===== src/rtl/ps2_pkg.sv =====
`default_nettype none
// +--------------------------------------------------------------------+
// | Module   : ps2_pkg                                                 |
// | Purpose  : Shared constants, prefix FSM state encoding and the     |
// |            set-2 scan-code to ASCII lookup for the PS/2 decoder.   |
// | Revision : 1.0 - initial release                                   |
// +--------------------------------------------------------------------+
package ps2_pkg;

  // Prefix bytes and the two shift make codes
  localparam logic [7:0] c_BREAK   = 8'hF0;
  localparam logic [7:0] c_EXTEND  = 8'hE0;
  localparam logic [7:0] c_SHIFT_L = 8'h12;
  localparam logic [7:0] c_SHIFT_R = 8'h59;

  typedef enum logic [1:0] {
    ST_IDLE    = 2'd0,
    ST_BRK     = 2'd1,
    ST_EXT     = 2'd2,
    ST_EXT_BRK = 2'd3
  } prefix_state_t;

  typedef struct packed {
    logic       hit;
    logic [7:0] ascii;
  } key_map_t;

  // Letters map to lowercase first; shift folds them to uppercase afterwards
  // so digits and control keys stay unaffected by shift.
  function automatic key_map_t scan_to_ascii(input logic [7:0] code, input logic shift);
    key_map_t m;
    m.hit   = 1'b1;
    m.ascii = 8'h00;
    case (code)
      8'h1C: m.ascii = 8'h61; 8'h32: m.ascii = 8'h62; 8'h21: m.ascii = 8'h63;
      8'h23: m.ascii = 8'h64; 8'h24: m.ascii = 8'h65; 8'h2B: m.ascii = 8'h66;
      8'h34: m.ascii = 8'h67; 8'h33: m.ascii = 8'h68; 8'h43: m.ascii = 8'h69;
      8'h3B: m.ascii = 8'h6A; 8'h42: m.ascii = 8'h6B; 8'h4B: m.ascii = 8'h6C;
      8'h3A: m.ascii = 8'h6D; 8'h31: m.ascii = 8'h6E; 8'h44: m.ascii = 8'h6F;
      8'h4D: m.ascii = 8'h70; 8'h15: m.ascii = 8'h71; 8'h2D: m.ascii = 8'h72;
      8'h1B: m.ascii = 8'h73; 8'h2C: m.ascii = 8'h74; 8'h3C: m.ascii = 8'h75;
      8'h2A: m.ascii = 8'h76; 8'h1D: m.ascii = 8'h77; 8'h22: m.ascii = 8'h78;
      8'h35: m.ascii = 8'h79; 8'h1A: m.ascii = 8'h7A;
      8'h45: m.ascii = 8'h30; 8'h16: m.ascii = 8'h31; 8'h1E: m.ascii = 8'h32;
      8'h26: m.ascii = 8'h33; 8'h25: m.ascii = 8'h34; 8'h2E: m.ascii = 8'h35;
      8'h36: m.ascii = 8'h36; 8'h3D: m.ascii = 8'h37; 8'h3E: m.ascii = 8'h38;
      8'h46: m.ascii = 8'h39;
      8'h29: m.ascii = 8'h20;
      8'h5A: m.ascii = 8'h0D;
      8'h66: m.ascii = 8'h08;
      default: m.hit = 1'b0;
    endcase
    if (shift && (m.ascii >= 8'h61) && (m.ascii <= 8'h7A))
      m.ascii = m.ascii - 8'h20;
    return m;
  endfunction

endpackage
`default_nettype wire


===== src/rtl/ps2_key_decoder_if.sv =====
`default_nettype none
// +--------------------------------------------------------------------+
// | Module   : ps2_key_decoder_if                                      |
// | Purpose  : Scan-byte input strobe and ASCII valid/ready output     |
// |            handshake of the PS/2 key decoder.                      |
// | Revision : 1.0 - initial release                                   |
// +--------------------------------------------------------------------+
interface ps2_key_decoder_if;
  logic [7:0] scan_data;
  logic       scan_valid;
  logic       out_ready;
  logic       out_valid;
  logic [7:0] out_ascii;

  // Byte receiver plus game consumer side
  modport master (
    output scan_data, scan_valid, out_ready,
    input  out_valid, out_ascii
  );

  // Decoder side
  modport slave (
    input  scan_data, scan_valid, out_ready,
    output out_valid, out_ascii
  );
endinterface
`default_nettype wire


===== src/rtl/key_fifo.sv =====
`default_nettype none
// +--------------------------------------------------------------------+
// | Module   : key_fifo                                                |
// | Purpose  : DEPTH x 8 FIFO for key-press ASCII codes with fill      |
// |            count and sticky overflow flag.                         |
// | Revision : 1.0 - initial release                                   |
// +--------------------------------------------------------------------+
module key_fifo #(
  parameter int unsigned DEPTH = 8
) (
  input  wire logic                     clk,
  input  wire logic                     reset,
  input  wire logic                     i_push,
  input  wire logic [7:0]               i_din,
  input  wire logic                     i_pop,
  output logic [7:0]                    o_dout,
  output logic                          o_valid,
  output logic [$clog2(DEPTH):0]        o_fill,
  output logic                          o_overflow
);
  localparam int unsigned AW = $clog2(DEPTH);
  localparam logic [AW:0] c_FULL_CNT = (AW+1)'(DEPTH);

  logic [7:0]    r_mem [DEPTH];
  logic [AW-1:0] r_wr_ptr;
  logic [AW-1:0] r_rd_ptr;
  logic [AW:0]   r_count;
  logic          r_overflow;

  logic w_empty;
  logic w_full;
  logic w_pop_ok;
  logic w_push_ok;

  assign w_empty   = (r_count == '0);
  assign w_full    = (r_count == c_FULL_CNT);
  assign w_pop_ok  = i_pop && !w_empty;
  // A pop in the same cycle frees the slot a full FIFO would otherwise lack
  assign w_push_ok = i_push && (!w_full || w_pop_ok);

  // Storage write; contents need no reset since the head is gated by empty
  always_ff @(posedge clk) begin
    if (w_push_ok)
      r_mem[r_wr_ptr] <= i_din;
  end

  // Pointers, occupancy and sticky overflow
  always_ff @(posedge clk or negedge reset) begin
    if (!reset) begin
      r_wr_ptr   <= '0;
      r_rd_ptr   <= '0;
      r_count    <= '0;
      r_overflow <= 1'b0;
    end else begin
      if (w_push_ok)
        r_wr_ptr <= r_wr_ptr + 1'b1;
      if (w_pop_ok)
        r_rd_ptr <= r_rd_ptr + 1'b1;
      case ({w_push_ok, w_pop_ok})
        2'b10:   r_count <= r_count + 1'b1;
        2'b01:   r_count <= r_count - 1'b1;
        default: r_count <= r_count;
      endcase
      if (i_push && !w_push_ok)
        r_overflow <= 1'b1;
    end
  end

  assign o_dout     = w_empty ? 8'h00 : r_mem[r_rd_ptr];
  assign o_valid    = !w_empty;
  assign o_fill     = r_count;
  assign o_overflow = r_overflow;
endmodule
`default_nettype wire


===== src/rtl/ps2_key_decoder.sv =====
`default_nettype none
// +--------------------------------------------------------------------+
// | Module   : ps2_key_decoder                                         |
// | Purpose  : PS/2 set-2 scan bytes to queued ASCII key-press events  |
// |            with break/extended prefix tracking, shift state and    |
// |            typematic repeat suppression.                           |
// | Revision : 1.0 - initial release                                   |
// +--------------------------------------------------------------------+
module ps2_key_decoder
  import ps2_pkg::*;
#(
  parameter int unsigned DEPTH = 8
) (
  input  wire logic                 clk,
  input  wire logic                 reset,
  ps2_key_decoder_if.slave          bus,
  output logic [7:0]                held_ascii,
  output logic                      shift_held,
  output logic [$clog2(DEPTH):0]    fill,
  output logic                      overflow
);
  prefix_state_t r_state;
  prefix_state_t w_state_next;

  logic       w_make;
  logic       w_break;
  logic       w_push;
  logic       w_shift;
  key_map_t   w_map;

  logic       r_shift_l;
  logic       r_shift_r;
  logic [7:0] r_held_code;
  logic [7:0] r_held_ascii;

  // Prefix state register
  always_ff @(posedge clk or negedge reset) begin
    if (!reset)
      r_state <= ST_IDLE;
    else
      r_state <= w_state_next;
  end

  // Prefix decode: classify each strobed byte as make, break or ignored
  always_comb begin
    w_state_next = r_state;
    w_make       = 1'b0;
    w_break      = 1'b0;
    if (bus.scan_valid) begin
      case (r_state)
        ST_IDLE: begin
          if (bus.scan_data == c_BREAK)
            w_state_next = ST_BRK;
          else if (bus.scan_data == c_EXTEND)
            w_state_next = ST_EXT;
          else
            w_make = 1'b1;
        end
        ST_BRK: begin
          w_break      = 1'b1;
          w_state_next = ST_IDLE;
        end
        ST_EXT: begin
          w_state_next = (bus.scan_data == c_BREAK) ? ST_EXT_BRK : ST_IDLE;
        end
        default: w_state_next = ST_IDLE;
      endcase
    end
  end

  assign w_shift = r_shift_l | r_shift_r;
  assign w_map   = scan_to_ascii(bus.scan_data, w_shift);
  // Repeats of the key already held down are typematic and not re-queued
  assign w_push  = w_make && w_map.hit && (bus.scan_data != r_held_code);

  // Shift flags and the most recent still-held key
  always_ff @(posedge clk or negedge reset) begin
    if (!reset) begin
      r_shift_l    <= 1'b0;
      r_shift_r    <= 1'b0;
      r_held_code  <= 8'h00;
      r_held_ascii <= 8'h00;
    end else begin
      if (w_make && (bus.scan_data == c_SHIFT_L))  r_shift_l <= 1'b1;
      if (w_break && (bus.scan_data == c_SHIFT_L)) r_shift_l <= 1'b0;
      if (w_make && (bus.scan_data == c_SHIFT_R))  r_shift_r <= 1'b1;
      if (w_break && (bus.scan_data == c_SHIFT_R)) r_shift_r <= 1'b0;
      if (w_push) begin
        r_held_code  <= bus.scan_data;
        r_held_ascii <= w_map.ascii;
      end else if (w_break && (bus.scan_data == r_held_code)) begin
        r_held_code  <= 8'h00;
        r_held_ascii <= 8'h00;
      end
    end
  end

  key_fifo #(
    .DEPTH (DEPTH)
  ) u_key_fifo (
    .clk        (clk),
    .reset      (reset),
    .i_push     (w_push),
    .i_din      (w_map.ascii),
    .i_pop      (bus.out_ready),
    .o_dout     (bus.out_ascii),
    .o_valid    (bus.out_valid),
    .o_fill     (fill),
    .o_overflow (overflow)
  );

  assign held_ascii = r_held_ascii;
  assign shift_held = w_shift;
endmodule
`default_nettype wire


===== src/flat_wrapper.sv =====
// flat-port wrapper written by rule: the top's interface ports become plain ports
module ps2_key_decoder_flat import ps2_pkg::*;
#(
  parameter int unsigned DEPTH = 8
)
  (clk, reset, held_ascii, shift_held, fill, overflow, bus_scan_data, bus_scan_valid, bus_out_ready, bus_out_valid, bus_out_ascii);
  ps2_key_decoder_if bus_i ();
  input  wire logic clk;
  input  wire logic reset;
  output logic [7:0] held_ascii;
  output logic shift_held;
  output logic [$clog2(DEPTH):0] fill;
  output logic overflow;
  input wire logic [$bits(bus_i.scan_data)-1:0] bus_scan_data;
  input wire logic [$bits(bus_i.scan_valid)-1:0] bus_scan_valid;
  input wire logic [$bits(bus_i.out_ready)-1:0] bus_out_ready;
  output wire logic [$bits(bus_i.out_valid)-1:0] bus_out_valid;
  output wire logic [$bits(bus_i.out_ascii)-1:0] bus_out_ascii;
  assign bus_i.scan_data = bus_scan_data;
  assign bus_i.scan_valid = bus_scan_valid;
  assign bus_i.out_ready = bus_out_ready;
  assign bus_out_valid = bus_i.out_valid;
  assign bus_out_ascii = bus_i.out_ascii;
  ps2_key_decoder #(.DEPTH(DEPTH)) u_core (.clk(clk), .reset(reset), .bus(bus_i), .held_ascii(held_ascii), .shift_held(shift_held), .fill(fill), .overflow(overflow));
endmodule

===== config.mk =====
export PLATFORM = sky130hd
export DESIGN_NAME = ps2_key_decoder_flat
export DESIGN_NICKNAME = d
export VERILOG_FILES = /design/src/rtl/ps2_pkg.sv /design/src/rtl/ps2_key_decoder_if.sv /design/src/rtl/key_fifo.sv /design/src/rtl/ps2_key_decoder.sv /design/src/flat_wrapper.sv
export SDC_FILE = /design/constraint.sdc
export NUM_CORES = 1
export LEC_CHECK = 0
export ABC_CLOCK_PERIOD_IN_PS = 6000
export CAP_MARGIN = 20
export CORE_MARGIN = 1.5
export CORE_UTILIZATION = 35
export DETAILED_ROUTE_END_ITERATION = 8
export HOLD_SLACK_MARGIN = 0.05
export PLACE_DENSITY_LB_ADDON = 0.2
export SLEW_MARGIN = 10
export SYNTH_ARGS = -nofsm -noshare
export SYNTH_HDL_FRONTEND = slang
export SYNTH_SLANG_ARGS = --single-unit

===== constraint.sdc =====
create_clock -name clk -period 6 [get_ports clk]
set_clock_uncertainty 0.05 [all_clocks]
set_input_delay 1.2 -clock clk [delete_from_list [all_inputs] [get_ports clk]]
set_output_delay 1.2 -clock clk [all_outputs]
set_load 0.02 [all_outputs]

==> results.md, run 1 <==
* Post-CTS setup buffer count at 0
* Clock Tree Buf Depth at 2
* Switching Fraction at 33.0%
* Routed WL per cell at between 15 and 20 um
* CP bufs+invs at 1
* Crit path DAT at 5.21 ns
* Detail Route Antenna Nets at 0
* Reg2reg path depth at 13
* Endpoint with the worst hold slack: u_core.u_key_fifo.o_overflow$_DFFE_PN0P_
* Top Ports at 35
* GRT Util Overall at between 10% and 20%
* Die area at 15100 um^2
* Yosys reg bits at 95
* Num CTS Buffers at 9
* Share of post-route cells with drive strength above 1 at 17.2%
* Hold path depth at 1
* Reg power frac at 39.7%
* CP most frequent cell: a22o_1
* Initial antenna violation count at 0
* Dominant synthesized flop cell: edfxtp_1
* Hold Startpoint: u_core.u_key_fifo.o_overflow$_DFFE_PN0P_
* Reg-to-reg startpoint: u_core.r_held_code[4]$_DFFE_PN0P_
* Post-Syn Instances at 393
* Fin Setup TNS at 0 ns
* Type of the most critical hold path: reg2reg
* Port buffer count at 34
* Post-layout util at 42.7%
* Clk slew on worst S/H paths at 0.07 ns
* Period utilisation layout at just over 80%
* Post-synth EDFFs at 64
* Fmax at 201 MHz
* DP HPWL at 8.37 mm
* Largest net degree at the start of global routing at 32
* DRT iter0 DRCs at approximately 260
* Count of different cell masters after synthesis at 65
* Net count, final at roughly 460
* Remaining Overflow, GRT at 0
* Peak supply drop at 0.000143 V
* Sequential share of the synthesized area at a little over half
* Fin crit period at ~5 ns
* Slew Limit Headroom at 38.3%
* DR vias/cell at 5.55
* Num Clock Sinks at 95
* Initial DRT Pass Iterations at 5
* Avg Cell Area, Syn at 12.8 um^2
* Pwr/cell area at approximately 380 nW/um^2
* Max stage delay on crit path at 0.89 ns
* Rows at 43
* Core box area at 14000 um^2
* Cell area after synthesis at 5040 um^2
* Combinational share of power at 33.3%
* Clock latency on the worst-skew pair at 0.34 ns
* Initial Util at 36.0%
* Slowest-stage cell, CP: clkdlybuf4s50_1
* CTS H-tree lvls at 3
* DRT Wirelength at about 12 mm
* Post_cts resized at 0
* Synthesized Nets at just over 400
* Clock Tree Root: clkbuf_16
* RR Endpoint: u_core.u_key_fifo.o_fill[3]$_DFFE_PN0P_
* Total of max-cap violations at 0
* Worst setup SP type: input port
* Clock power frac at 27.0%
* Share of synthesized registers carrying an async set or reset at 32.6%
* DR DRC count at 0
* Die Width at 123 um
* P&R area growth vs syn at 18.4%
* Int Pwr at 0.00151 W
* Die Height at 123 um
* R2R Setup Slk at a little over 3 ns
* CP Capture Type: flop
* Final hold violation count at 0
* Critical path data required time at 6.23 ns
* Vias post-DR at roughly 3500
* Leakage at 2.22 nW
* CP max FO at 20
* Antenna diodes at 0
* CTS tree: yes
* CP cell instances: clkdlybuf4s50_1, nor2b_1, a22o_1, a311oi_1, o21ai_1, or2_1, or2_2, ha_1, o21a_1, o41ai_4, mux2i_1, a22o_1
* Psw at around 0.00074 W
* Unrepaired setup endpoints after global routing: no
* GPL Wtd Cong at 0.914
* Kind of critical path: in2reg
* Vias in the first global route at 3498
* Setup-failing EPs final at 0
* Slew @ Worst Pin at slightly above 0.9 ns
* Hold-fix buffers, CTS at 0
* Yosys warns at 0
* First-pass GRT wire length at roughly 19 mm
* Slew Viols, Final at 0
* CP delay by family, top: compound AO/OA/AOI/OAI gates
* Status: completed
-- how the worst max path moves through the flow --
stage,depth (start not counted),endpoint,startpoint
final,12,u_core.held_ascii[6]$_DFFE_PN0P_,bus_scan_data[2]
after global routing,12,u_core.held_ascii[6]$_DFFE_PN0P_,bus_scan_data[2]
after CTS,12,u_core.held_ascii[6]$_DFFE_PN0P_,bus_scan_data[2]
after detailed placement,12,u_core.held_ascii[6]$_DFFE_PN0P_,bus_scan_data[2]
after global placement,12,u_core.held_ascii[6]$_DFFE_PN0P_,bus_scan_data[2]
after floorplan,11,u_core.u_key_fifo.r_mem[2][0]$_DFFE_PP_,bus_scan_data[7]
-- kinds of logic (layout without fill, tap and decap cells) --
kind of cell	after synthesis	count (layout)	synth area share (%)
multiplexers	31	31	10.2
AO/OA/AOI/OAI	69	69	10.8
buffers and inverters	43	93	4.84
flip-flops	95	95	53.5
adder cells (fa/ha/maj)	8	8	2.13
AND/OR/NAND/NOR	129	129	15.3
XOR/XNOR	18	18	3.13
-- flip-flops by register name (all words and copies together) (netlist names), 2 cells and up --
name                        count
u_core.u_key_fifo.o_fill        4
u_core.u_key_fifo.r_rd_ptr      3
u_core.u_key_fifo.r_mem        64
u_core.r_held_code              8
u_core.r_state                  2
u_core.held_ascii               8
u_core.u_key_fifo.r_wr_ptr      3
-- per-layer routing --
| metal | part of all wire, % | track usage [%] | vias up |
|---|---|---|---|
| met1 | 45 | 22.9 | 1727 |
| met4 | 2.7 | 5.96 | 0 |
| met5 | 0 | 0 | - |
| li1 | - | - | 1599 |
| met3 | 3.8 | 2.72 | 24 |
| met2 | 49 | 28.1 | 105 |
-- cells in the mapped netlist (10+ instances only) --
cell	instances	share of area [%]
edfxtp_1	64	38
dfrtp_1	31	15
nor2_1	24	1.8
a22o_1	16	2.8
mux4_2	16	7.1
inv_1	14	1.0
nand2_1	13	0.97
xnor2_1	13	2.3
mux2i_1	11	2.2
nand3_1	11	1.1
nor3b_1	10	1.5
o21ai_0	10	0.99
-- power groups by stage --
stage | Clock (W) | Sequential [W] | Combinational, W
3_5_place_dp | 0 | 0.000909 | 0.000759
5_1_grt | 0.000645 | 0.000909 | 0.000827
2_1_floorplan | 0 | 0.000873 | 0.000506
6_report | 0.000608 | 0.000894 | 0.000750
3_3_place_gp | 0 | 0.000906 | 0.000747
4_1_cts | 0.000622 | 0.000895 | 0.000761
-- cells in the final DEF (no fill, tap or decap), types with 4 or more instances in the layout --
cell             Yosys  routed
nand2b_1             6       6
a311oi_1             4       4
o21ai_0             10      10
a21oi_1              8       8
inv_1               14      14
nand2_1             13      13
buf_4                9      28
a22o_1              16      16
dfrtp_1             31      31
clkbuf_16            0       9
nand3b_1             4       4
nor4_1               5       4
clkdlybuf4s50_1      0      34
nor3_1               9       9
nor4b_1              6       5
ha_1                 7       7
xnor2_1             13      13
nor3b_1             10      10
nand3_1             11      11
edfxtp_1            64      64
mux2i_1             11      11
o211ai_1             5       5
a21o_1               4       4
nor2b_1              9       9
xor2_1               5       5
nor2_1              24      24
nand4_1              8       8
mux4_2              16      16
-- per-stage QoR --
stage	hold WS [ns]	total power, W	cells	instance area [um^2]	setup WS, ns
floorplan	0.392	0.00138	393	5040	1.58
global placement	0.390	0.00165	606	5640	0.843
detailed placement	0.394	0.00167	606	5640	0.680
CTS	0.410	0.00228	622	5960	1.03
global route	0.440	0.00238	623	5970	0.772
finish	0.406	0.00225	623	5970	1.02
-- layout make-up --
type                       count  area [um^2]
clock buffer                   9          225
clock inverter                 7         97.6
fill                        1314         8020
inverter                      14         52.6
multi-input combinational    255         2110
sequential                    95         2700
tap                          180          225
timing repair buffer          63          558
-- worst reg2reg max path, stage by stage (launching register included) --
cell and delay [ns]:
dfrtp_1 0.40, xnor2_1 0.14, nand4_1 0.10, nor2_1 0.09
nor4b_1 0.46, o21a_1 0.25, nand2_2 0.14, ha_1 0.26
ha_1 0.29, a21o_1 0.18, a21oi_1 0.18, xnor2_1 0.14
nor2_1 0.06, xor2_1 0.14
(Power assumes the default switching activity.)
==> run 2, diff against run 1 <==
--- a/config.mk
+++ b/config.mk
@@ -5,7 +5,7 @@
 export SDC_FILE = /design/constraint.sdc
 export NUM_CORES = 1
 export LEC_CHECK = 0
-export ABC_CLOCK_PERIOD_IN_PS = 6000
+export ABC_CLOCK_PERIOD_IN_PS = 4850
 export CAP_MARGIN = 20
 export CORE_MARGIN = 1.5
 export CORE_UTILIZATION = 35
==> constraint.sdc (replaced) <==
create_clock -name clk -period 4.85 [get_ports clk]
set_clock_uncertainty 0.05 [all_clocks]
set_input_delay 0.97 -clock clk [delete_from_list [all_inputs] [get_ports clk]]
set_output_delay 0.97 -clock clk [all_outputs]
set_load 0.02 [all_outputs]
==> run 2 against run 1 <==
First-iteration DRC count grew 48%. Die area stayed put. Non-clock buffer count grew 18. Largest power group unchanged.
==> results.md, run 2 (synthesis results as in run 1) <==
* P&R area growth vs syn at 20.9% (was 18.4%)
* Share of post-route cells with drive strength above 1 at 20.4% (was 17.2%)
* Max FFs per register at 64 (unchanged)
* CP max FO at 12 (was 20)
* Total of max-cap violations at 0 (unchanged)
* Non-filler cells, final at 641 (was 623)
* GPL Wtd Cong at 0.916 (was 0.914)
* Slew Limit Headroom at 44.0% (was 38.3%)
* Leakage at 2.30 nW (was 2.22 nW)
* Clock latency on the worst-skew pair at 0.34 ns (about the same)
* Clock power frac at 25.0% (was 27.0%)
* Unrepaired setup endpoints after global routing: no (unchanged)
* DP HPWL at 8.48 mm (was 8.37 mm)
* Num Clock Sinks at 95 (unchanged)
* Period utilisation layout at a little under 90%
* Int Pwr at 0.00182 W (was 0.00151 W)
* Psw at 0.000904 W (was 0.000743 W)
* CP Capture Type: flop (unchanged)
* Clk slew on worst S/H paths at 0.07 ns (about the same)
* Fin crit period at 4.31 ns
* Die area at 15100 um^2 (unchanged)
* Most frequent cells in the layout: 64 x edfxtp_1, 44 x buf_4, 34 x clkdlybuf4s50_1 (was 64 x edfxtp_1, 34 x clkdlybuf4s50_1, 31 x dfrtp_1)
* Hold path depth at 1 (unchanged)
* Hold-fix buffers, CTS at 0 (unchanged)
* Initial antenna violation count at 0 (unchanged)
* Vias post-DR at 3480 (was 3455)
* Initial Util at 36.0% (unchanged)
* Fill count at 1291 (was 1314)
* Die Width at 123 um (unchanged)
* Critical path data required time at 5.08 ns (was 6.23 ns)
* Post-CTS setup buffer count at 0 (unchanged)
* Clock Tree Buf Depth at 2 (unchanged)
* Fin Setup TNS at 0 ns (unchanged)
* Vias in the first global route at 3483 (was 3498)
* Post_cts resized at 0 (unchanged)
* GRT Util Overall at 17.2% (was 17.1%)
* Reg2reg path depth at 13 (unchanged)
* Core box area at 14000 um^2 (unchanged)
* Remaining Overflow, GRT at 0 (unchanged)
* Crit path DAT at 4.54 ns (was 5.21 ns)
* Net count, final at 476 (was 458)
* First-pass GRT wire length at 19.4 mm (was 19.5 mm)
* Slew Viols, Final at 0 (unchanged)
* Switching Fraction at 33.2% (was 33.0%)
* Rows at 43 (unchanged)
* Fmax at 232 MHz
* Cells after DPL at 624 (was 606)
* DRT Wirelength at 12.1 mm (was 12.2 mm)
* Final hold violation count at 0 (unchanged)
* Antenna diodes at 0 (unchanged)
* Num CTS Buffers at 9 (unchanged)
* Hold Startpoint: u_core.u_key_fifo.o_overflow$_DFFE_PN0P_ (unchanged)
* Die Height at 123 um (unchanged)
* CTS tree: yes (unchanged)
* Pwr/cell area at 447 nW/um^2 (was 377 nW/um^2)
* Reg-to-reg startpoint: u_core.r_held_code[0]$_DFFE_PN0P_ (was u_core.r_held_code[4]$_DFFE_PN0P_)
* Port buffer count at 34 (unchanged)
* RR Endpoint: u_core.u_key_fifo.o_fill[3]$_DFFE_PN0P_ (unchanged)
* Worst setup SP type: input port (unchanged)
* Detail Route Antenna Nets at 0 (unchanged)
* Largest net degree at the start of global routing at 36 (was 32)
* Status: completed (unchanged)
* Peak supply drop at 0.000203 V (was 0.000143 V)
* DR DRC count at 0 (unchanged)
* Combinational share of power at 34.3% (was 33.3%)
* R2R Setup Slk at 1.96 ns (was 3.02 ns)
* Slew @ Worst Pin at 0.835 ns (was 0.919 ns)
* Reg power frac at 40.7% (was 39.7%)
* Endpoint with the worst hold slack: u_core.u_key_fifo.o_overflow$_DFFE_PN0P_ (unchanged)
* DR vias/cell at 5.43 (was 5.55)
* Routed WL per cell at 18.8 um (was 19.6 um)
* Top Ports at 35 (unchanged)
* Kind of critical path: in2reg (unchanged)
* Setup-failing EPs final at 0 (unchanged)
* CTS H-tree lvls at 3 (unchanged)
* Type of the most critical hold path: reg2reg (unchanged)
* Clock Tree Root: clkbuf_16 (unchanged)
* DRT iter0 DRCs at 383 (was 258)
* Initial DRT Pass Iterations at 6 (was 5)
* Largest reg by FF count: u_core.u_key_fifo.r_mem (unchanged)
* Commonest non-fill, non-tap cell in the layout: edfxtp_1 (unchanged)
==> run 2: cell type report <==
type | count | area, um^2 | share of cell area, %
Clock buffer | 9 | 225 | 3.69
Clock inverter | 7 | 66.3 | 1.09
Inverter | 14 | 52.6 | 0.862
Multi-Input combinational cell | 255 | 2110 | 34.6
Sequential cell | 95 | 2700 | 44.2
Tap cell | 180 | 225 | 3.69
Timing Repair Buffer | 81 | 718 | 11.8
==> run 2: worst max-delay path, stage by stage <==
cell and delay [ns]:
clkdlybuf4s50_1 0.57, buf_4 0.27, nor2b_4 0.15, nand4b_1 0.10
nand3_1 0.12, a311oi_1 0.34, buf_4 0.18, nor4b_1 0.34
inv_1 0.10, ha_1 0.21, o21a_1 0.21, o41ai_4 0.06
mux2i_1 0.66, a22o_1 0.25
==> run 2: metal layers <==
layer  vias up  GRT usage, %  share of wire [%]  wire length [um]
met5         -             0                  0                 0
met4         0          5.39                1.8               221
met3        21          3.04                3.3               399
met2        78          28.5                 49              5940
met1      1750          22.9                 46              5500
li1       1631             -                  -                 -
==> run 2: through the flow <==
| step | worst slack [ns] | instance area [um^2] | hold slack [ns] | utilization (%) | power, W |
|---|---|---|---|---|---|
| 6_report | 0.542 | 6100 | 0.407 | 43.6 | 0.00272 |
| 5_1_grt | 0.288 | 6100 | 0.447 | 43.6 | 0.00287 |
| 4_1_cts | 0.540 | 6090 | 0.410 | 43.5 | 0.00275 |
| 3_5_place_dp | 0.184 | 5800 | 0.395 | 41.4 | 0.00207 |
| 3_3_place_gp | 0.300 | 5800 | 0.389 | 41.4 | 0.00206 |
| 2_1_floorplan | 0.659 | 5040 | 0.392 | - | 0.00171 |
==> run 2: power by group through the flow <==
stage / combinational, W / clock [W] / sequential [W]
final: 0.000933 / 0.000682 / 0.00111
after detailed placement: 0.000946 / 0 / 0.00112
after global placement: 0.000935 / 0 / 0.00112
after CTS: 0.000946 / 0.000699 / 0.00111
after floorplan: 0.000626 / 0 / 0.00108
after global routing: 0.00103 / 0.000724 / 0.00113
==> run 2: worst max path at each step <==
stage	start	slack (ns)	to	cells past startpoint
6_report	bus_scan_data[6]	0.54	u_core.held_ascii[6]$_DFFE_PN0P_	14
2_1_floorplan	bus_scan_data[7]	0.66	u_core.u_key_fifo.r_mem[2][0]$_DFFE_PP_	11
3_5_place_dp	bus_scan_data[1]	0.18	u_core.held_ascii[6]$_DFFE_PN0P_	12
3_3_place_gp	bus_scan_data[6]	0.30	u_core.held_ascii[6]$_DFFE_PN0P_	13
5_1_grt	bus_scan_data[1]	0.29	u_core.held_ascii[6]$_DFFE_PN0P_	13
4_1_cts	bus_scan_data[1]	0.54	u_core.held_ascii[6]$_DFFE_PN0P_	12
